[src/rtl/xperm_arb_rv32_pkg.sv]
// Shared crypto-FU definitions: permutation op encodings and the arbiter state type.
package xperm_arb_rv32_pkg;

  typedef enum logic {
    OP_XPERM8 = 1'b0,
    OP_XPERM4 = 1'b1
  } xperm_op_e;

  typedef enum logic {
    ST_EMPTY = 1'b0,
    ST_FULL  = 1'b1
  } arb_state_e;

  localparam int XLEN = 32;

endpackage

[src/rtl/xperm_core_rv32.sv]
// Combinational xperm8/xperm4 lookup; an index past the source's element count yields zero.
module xperm_core_rv32
  import xperm_arb_rv32_pkg::*;
(
  input  logic        op_i,
  input  logic [31:0] rs1_i,
  input  logic [31:0] rs2_i,
  output logic [31:0] rd_o
);

  logic [31:0] rd8;
  logic [31:0] rd4;

  always_comb begin
    logic [7:0] k8;
    rd8 = '0;
    k8  = '0;
    for (int i = 0; i < 4; i++) begin
      k8 = rs1_i[i*8 +: 8];
      // Full-width compare: an index like 0x80 must not alias element 0.
      if (k8 < 8'd4) rd8[i*8 +: 8] = rs2_i[{k8[1:0], 3'b000} +: 8];
    end
  end

  always_comb begin
    logic [3:0] k4;
    rd4 = '0;
    k4  = '0;
    for (int i = 0; i < 8; i++) begin
      k4 = rs1_i[i*4 +: 4];
      if (k4 < 4'd8) rd4[i*4 +: 4] = rs2_i[{k4[2:0], 2'b00} +: 4];
    end
  end

  assign rd_o = (op_i == OP_XPERM4) ? rd4 : rd8;

endmodule

[src/rtl/xperm_arb_rv32.sv]
// Two-requester round-robin front end for a shared xperm unit with a single
// output register (1-cycle latency, full throughput, back-pressure via rsp_ready_i).
module xperm_arb_rv32
  import xperm_arb_rv32_pkg::*;
#(
  parameter int unsigned RR_INIT = 0
) (
  input  logic        clk_i,
  input  logic        rst_i,
  input  logic [1:0]  req_valid_i,
  output logic [1:0]  req_ready_o,
  input  logic [1:0]  req_op_i,
  input  logic [31:0] req0_rs1_i,
  input  logic [31:0] req0_rs2_i,
  input  logic [31:0] req1_rs1_i,
  input  logic [31:0] req1_rs2_i,
  output logic        rsp_valid_o,
  input  logic        rsp_ready_i,
  output logic [31:0] rsp_rd_o,
  output logic        rsp_id_o,
  output logic        busy_o
);

  localparam logic PRIO_RST = (RR_INIT != 0);

  arb_state_e  state_q, state_d;
  logic        prio_q, prio_d;
  logic [31:0] rd_q, rd_d;
  logic        id_q, id_d;

  logic        accept;
  logic        any_valid;
  logic        gnt_id;
  logic        xfer;
  logic        drain;
  logic        sel_op;
  logic [31:0] sel_rs1;
  logic [31:0] sel_rs2;
  logic [31:0] core_rd;

  assign accept    = (state_q == ST_EMPTY) || rsp_ready_i;
  assign any_valid = |req_valid_i;
  assign gnt_id    = (&req_valid_i) ? prio_q : req_valid_i[1];

  // Ready is forced low during reset so nothing can be accepted into a register being cleared.
  assign req_ready_o[0] = !rst_i && accept && any_valid && (gnt_id == 1'b0);
  assign req_ready_o[1] = !rst_i && accept && any_valid && (gnt_id == 1'b1);

  assign xfer  = |(req_valid_i & req_ready_o);
  assign drain = (state_q == ST_FULL) && rsp_ready_i;

  assign sel_op  = gnt_id ? req_op_i[1] : req_op_i[0];
  assign sel_rs1 = gnt_id ? req1_rs1_i  : req0_rs1_i;
  assign sel_rs2 = gnt_id ? req1_rs2_i  : req0_rs2_i;

  xperm_core_rv32 u_core (
    .op_i  (sel_op),
    .rs1_i (sel_rs1),
    .rs2_i (sel_rs2),
    .rd_o  (core_rd)
  );

  always_ff @(posedge clk_i) begin
    if (rst_i) begin
      state_q <= ST_EMPTY;
      prio_q  <= PRIO_RST;
      rd_q    <= '0;
      id_q    <= 1'b0;
    end else begin
      state_q <= state_d;
      prio_q  <= prio_d;
      rd_q    <= rd_d;
      id_q    <= id_d;
    end
  end

  always_comb begin
    state_d = state_q;
    prio_d  = prio_q;
    rd_d    = rd_q;
    id_d    = id_q;
    case (state_q)
      ST_EMPTY: if (xfer) state_d = ST_FULL;
      ST_FULL:  if (drain && !xfer) state_d = ST_EMPTY;
      default:  state_d = ST_EMPTY;
    endcase
    if (xfer) begin
      rd_d   = core_rd;
      id_d   = gnt_id;
      prio_d = ~gnt_id;
    end
  end

  assign rsp_valid_o = (state_q == ST_FULL);
  assign rsp_rd_o    = rd_q;
  assign rsp_id_o    = id_q;
  assign busy_o      = rsp_valid_o;

endmodule

[config.mk]
export PLATFORM = sky130hd
export DESIGN_NAME = xperm_arb_rv32
export DESIGN_NICKNAME = d
export VERILOG_FILES = /design/src/rtl/xperm_arb_rv32_pkg.sv /design/src/rtl/xperm_core_rv32.sv /design/src/rtl/xperm_arb_rv32.sv
export SDC_FILE = /design/constraint.sdc
export NUM_CORES = 1
export LEC_CHECK = 0
export CAP_MARGIN = 5
export CORE_ASPECT_RATIO = 1.2
export CORE_MARGIN = 2
export CORE_UTILIZATION = 30
export DETAILED_ROUTE_END_ITERATION = 12
export SYNTH_ARGS = -nofsm -noshare
export SYNTH_HDL_FRONTEND = slang
export SYNTH_SLANG_ARGS = --single-unit
[constraint.sdc]
create_clock -name clk_i -period 3.2 [get_ports clk_i]
set_input_delay 0.32 -clock clk_i [delete_from_list [all_inputs] [get_ports clk_i]]
set_output_delay 0.32 -clock clk_i [all_outputs]
set_load 0.01 [all_outputs]
After elaboration in Yosys (flattened, before gate mapping)

Index checks and enable logic that the tools add are counted.

Register bits: 35
Input port bits: 135
Output and inout bits: 37
Word-level logic and storage cells: 63

Magnitude comparators: 12
Shift-type cells: 12
Muxes and demuxes: 20
Bitwise operators: 3
Reduce and logical (&&, ||, !) cells: 12

Operators by type and width:

| cell               | number |
|---|---|
| $shiftx 32x6->4    | 8 |
| $shiftx 32x6->8    | 4 |
| $mux 32            | 3 |
| $lt 4x4->1 const B | 8 |
| $lt 8x3->1 const B | 4 |
| $mux 4             | 8 |
| $mux 8             | 4 |
| $logic_and 1x1->1  | 6 |
| $mux 1             | 4 |
| $reduce_or 2->1    | 2 |
| $and 2x2->2        | 1 |
| $logic_not 1->1    | 2 |
| $not 1->1          | 2 |
| $pmux 1 s2         | 1 |
| $reduce_and 2->1   | 1 |
| $logic_or 1x1->1   | 1 |

Logic depth before layout (Yosys ltp)

Gate-level depths: netlist (run 1).

Depth in word-level cells: 11
Depth in mapped cells: 12
Gate-level depth less buffers: 8

Modules after synthesis

A second synthesis (run 1) with hierarchy kept.

Cells, all modules: 578
Area total of the unflattened synthesis: 5,873.1 um2

Modules (own cells, without submodules):

| module          | instances | cells each | area each (um2) | seq. area each (um2) |
|---|---|---|---|---|
| xperm_core_rv32 | 1         | 386        | 3,682.3         | 0.0 |
| xperm_arb_rv32  | 1         | 192        | 2,190.9         | 700.7 |

Worst setup path before layout (run 1)

No wires, ideal clock.

Path type: in2reg
Start: input port req_valid_i[1]
End: register rd_q[0] (netlist: rsp_rd_o[0])
Library setup time: 0.127 ns
Data arrival time: 1.982 ns
Required time: 3.073 ns
Slack: 1.092 ns
Cell stages on the path: 8
Buffers on the path: 2
Path through: buf_4 -> inv_2 -> buf_6 -> nor2_8 -> mux2i_1 -> mux4_2 -> o211ai_1 -> nand3_1

Longest elaborated chain between the ends: 6
Elaborated cells on any way between the ends: 19
Those cells by class: 2 x order compare; 2 x shift; 7 x mux; 2 x bitwise; 6 x reduce/logical

RTL lines:

| what                                              | line                                        | RTL |
|---|---|---|
| start, declared                                   | xperm_arb_rv32.sv:10                        | `input logic [1:0] req_valid_i,` |
| $reduce_and 2->1                                  | xperm_arb_rv32.sv:43                        | `assign gnt_id = (&req_valid_i) ? prio_q : req_valid_i[1];` |
| $mux 1                                            | xperm_arb_rv32.sv:43                        |  |
| $mux 32 (tied with other cells)                   | xperm_arb_rv32.sv:54                        | `assign sel_rs2 = gnt_id ? req1_rs2_i : req0_rs2_i;` |
| $shiftx 32x6->8 (tied with other cells)           | xperm_core_rv32.sv:21                       | `if (k8 < 8'd4) rd8[i*8 +: 8] = rs2_i[{k8[1:0], 3'b000} +: 8];` |
| $mux 8 (tied with other cells)                    | xperm_core_rv32.sv:21                       |  |
| $mux 32 / $reduce_or 2->1 (equally long branches) | xperm_core_rv32.sv:35, xperm_arb_rv32.sv:49 |  |
| end signal, assigned                              | xperm_arb_rv32.sv:72                        | `rd_q <= rd_d;` |
| end, declared                                     | xperm_arb_rv32.sv:28                        | `logic [31:0] rd_q, rd_d;` |

Several ways; a longest one is shown, not always the timed one.
A chain may end at the register's enable or synchronous reset.

Final worst setup path (run 1)

Start: input port req_valid_i[0]
End: output port req_ready_o[1]

Longest elaborated chain between the ends: 3
Elaborated cells on any way between the ends: 5
Those cells by class: 1 x mux; 4 x reduce/logical

RTL lines:

| what                                                       | line                                       | RTL |
|---|---|---|
| $reduce_and 2->1 / $reduce_or 2->1 (equally long branches) | xperm_arb_rv32.sv:43, xperm_arb_rv32.sv:42 |  |
| $mux 1 / $logic_and 1x1->1 (equally long branches)         | xperm_arb_rv32.sv:43, xperm_arb_rv32.sv:47 |  |
| $logic_and 1x1->1 *                                        | xperm_arb_rv32.sv:47                       | `assign req_ready_o[1] = !rst_i && accept && any_valid && (gnt_id == 1'b1);` |
| end, declared                                              | xperm_arb_rv32.sv:11                       | `output logic [1:0] req_ready_o,` |

Mark *: on every way between the ends. The rest lies on a longest branch, timed or not.

==> flow_metrics.tcl, run 1 <==
set metrics [dict create \
    ir_drop_v 0.000163 \
    finalNetCount 1390 \
    crit_type "in2out" \
    finalWirelength_mm 56.2 \
    grt_max_degree 52 \
    setup-violations-final 0 \
    design_area_sq_um 11900 \
    die_w_um 164 \
    seqPwrFrac_pct 16.4 \
    synthCells 1108 \
    htreeDepth 2 \
    crit_path_max_fanout 35 \
    p_sw_share_pct 46.0 \
    setup_tns_ns 0 \
    finalClockSkew_ns 0.0158 \
    cts_sinks 35 \
    crit_end "req_ready_o[1]" \
    multi_input_area_sq_um 7700 \
    period_needed_ns 2.86 \
    worst_pin_slew_ns 1.04 \
    yosys.area.top_type_share_pct 21.2 \
    synthFlopType "dfxtp_1" \
    synth_top_cells_by_count "mux2i_1 (154), clkbuf_1 (91), mux4_2 (87)" \
    fmax_mhz 349 \
    cts_tree "done" \
    cts_buffer_depth 2 \
    period_share_pct 89.5 \
    hold_class "reg2reg" \
    drc_errors 0 \
    synth.avg_cell_area_sq_um 8.34 \
    grt_pass1_wl_mm 79.1 \
    status "finished, final reports clean" \
    maxSlewHeadroom_pct 30.3 \
    synth_most_common_cell "mux2i_1" \
    drt_iter0_drc 1507 \
    ant_nets 0 \
    dr.pass1.iters 6 \
    layout.area.seq_sq_um 701 \
    ys_ff_latch 35 \
    grt_pass1_vias 11400 \
    area.growth.synth_to_final_pct 28.3 \
    yosys-top-cells-area "mux4_2 (21%), mux2i_1 (17%), dfxtp_1 (7.6%)" \
    clkLatencyLatePin_ns 0.31 \
    rr_worst_depth 8 \
    worst_r2r_endpoint "rsp_rd_o[22]" \
    reg2reg_setup_slack_ns 0.69 \
    drive_gt1_share_pct 20.4 \
    die_h_um 196 \
    hold_viol_final 0 \
    place_ws_ns 0.223 \
    power.density_nw_per_um2 244 \
    layout_setup_ws_ns 0.337 \
    synthesis.nets 1243 \
    fill_cells 3048 \
    slew_viol_final 0 \
    rows 70 \
    boundaryPins 172 \
    io_buffers 171 \
    intPower_w 0.00156 \
    clkPwrFrac_pct 20.8 \
    max_cap_violations 0 \
    leakage_nw 4.43 \
    floorplan.initialDensity_pct 30.4 \
    clock-root-buffer "clkbuf_16" \
    coreArea_sq_um 30400 \
    post-cts-setup-buffer-count 0 \
    combPwrFrac_pct 62.7 \
    p_sw_w 0.00133 \
    r2r-start "prio_q" \
    gp_congestion 1.07 \
    synth_area_sq_um 9240 \
    cts_resized 0 \
    wl_per_cell_um 33.9 \
    synth_cell_type_count 78 \
    path_clk_slew_ns 0.07 \
    worstSetupStartpoint "req_valid_i[0]" \
    overflow 0 \
    placed_area_sq_um 11700 \
    synth_edf_count 0 \
    via_per_inst 7.12 \
    yosysTopAreaCell "mux4_2" \
    hpwlAfterDp_mm 40.0 \
    dieArea_sq_um 32200 \
    required_ns 2.88 \
    grt_usage_pct 34.0 \
    antenna_found_initial 5 \
    via_count 11800 \
    synth_warnings 0 \
    cp-start-kind "input port" \
    rsz0062_at_grt "no" \
    cp_data_arrival_time_ns 2.54 \
    hold_buffers 0 \
    ys_async_sr_fraction_pct 0 \
    numCtsBuffers 5 \
    cp-end-kind "primary output" \
    seq_area_frac_synth_pct 7.58 \
]
==> worst min-delay path by stage <==
stage | from | endpoint | slack (ns) | depth (start not counted)
after floorplan | rst_i | prio_q | 0.39 | 1
after global placement | rsp_id_o | rsp_id_o | 0.43 | 2
after detailed placement | rsp_id_o | rsp_id_o | 0.44 | 2
after CTS | rsp_id_o | rsp_id_o | 0.45 | 2
after global routing | rsp_id_o | rsp_id_o | 0.48 | 2
final | rsp_id_o | rsp_id_o | 0.44 | 2
==> cell usage in the layout, fill, tap and decap left out, types with 32 or more instances in the layout <==
cell	netlist	layout
mux4_2	87	87
buf_4	6	122
a31oi_1	35	35
a21oi_1	37	37
dfxtp_1	35	35
nor2b_1	42	42
mux2i_1	154	154
clkdlybuf4s50_1	0	171
nand3_1	38	38
nor3_1	53	53
o21ai_0	32	32
nand2_1	71	71
nor2_1	44	44
==> area by class of cell <==
| class | count | area share (%) |
|---|---|---|
| well taps | 396 | 4.18 |
| flip-flops and latches | 35 | 5.91 |
| inverters | 28 | 0.886 |
| diodes | 5 | 0.106 |
| multi-input cells | 889 | 64.9 |
| clock inverters | 1 | 0.0633 |
| clock buffers | 7 | 1.29 |
| repair buffers | 296 | 22.7 |
==> through the flow <==
stage	total power, W	utilization, %	std cells	hold slack (ns)
after floorplan	0.00146	-	1108	0.389
after global placement	0.00222	38.4	1644	0.431
after detailed placement	0.00222	38.4	1644	0.437
after CTS	0.00282	39.0	1652	0.449
after global routing	0.00294	39.0	1652	0.483
final	0.00290	39.0	1657	0.445
==> registers in the layout, summed over array words and instances, names as in the netlist <==
name	cells
rsp_rd_o	32
busy_o	1
rsp_id_o	1
prio_q	1
==> logic make-up (layout without fill, tap and decap cells) <==
kind of cell    after synthesis  after routing  synth area share (%)
buf+inv                     184            332                  9.17
mux                         256            256                  40.4
other cells                   0              5                     0
compound gates              276            276                  21.8
flops                        35             35                  7.58
simple gates                357            357                  21.1
==> worst max-delay path, cell delays in order <==
cell	delay [ns]
clkdlybuf4s50_1	0.46
and2b_1	0.31
nor2_8	0.16
buf_12	0.24
nand2_1	0.35
inv_1	0.13
clkdlybuf4s50_1	0.54
==> power groups by stage <==
stage | Clock (W) | Sequential (W) | Combinational (W)
floorplan | 0 | 0.000490 | 0.000972
global placement | 0 | 0.000487 | 0.00173
detailed placement | 0 | 0.000486 | 0.00173
CTS | 0.000601 | 0.000476 | 0.00174
global route | 0.000608 | 0.000479 | 0.00185
finish | 0.000604 | 0.000476 | 0.00182
==> metal layers <==
layer | vias up | part of all wire (%) | global-route usage [%]
met5 | - | 0.041 | 0.627
met4 | 2 | 9.2 | 26.6
met3 | 356 | 13 | 10.2
met2 | 1102 | 42 | 49.8
met1 | 5656 | 35 | 41.1
li1 | 4676 | - | -
Power figures use the tool's default switching activity.
==> run 2, diff against run 1 <==
--- a/config.mk
+++ b/config.mk
@@ -9,7 +9,10 @@
 export CORE_ASPECT_RATIO = 1.2
 export CORE_MARGIN = 2
 export CORE_UTILIZATION = 30
+export CTS_CLUSTER_SIZE = 14
 export DETAILED_ROUTE_END_ITERATION = 12
+export GPL_TIMING_DRIVEN = 1
+export SKIP_LAST_GASP = 1
 export SYNTH_ARGS = -nofsm -noshare
 export SYNTH_HDL_FRONTEND = slang
 export SYNTH_SLANG_ARGS = --single-unit
==> results of run 2 <==
No change in the layout: final DEF, timing and power equal those of run 1.
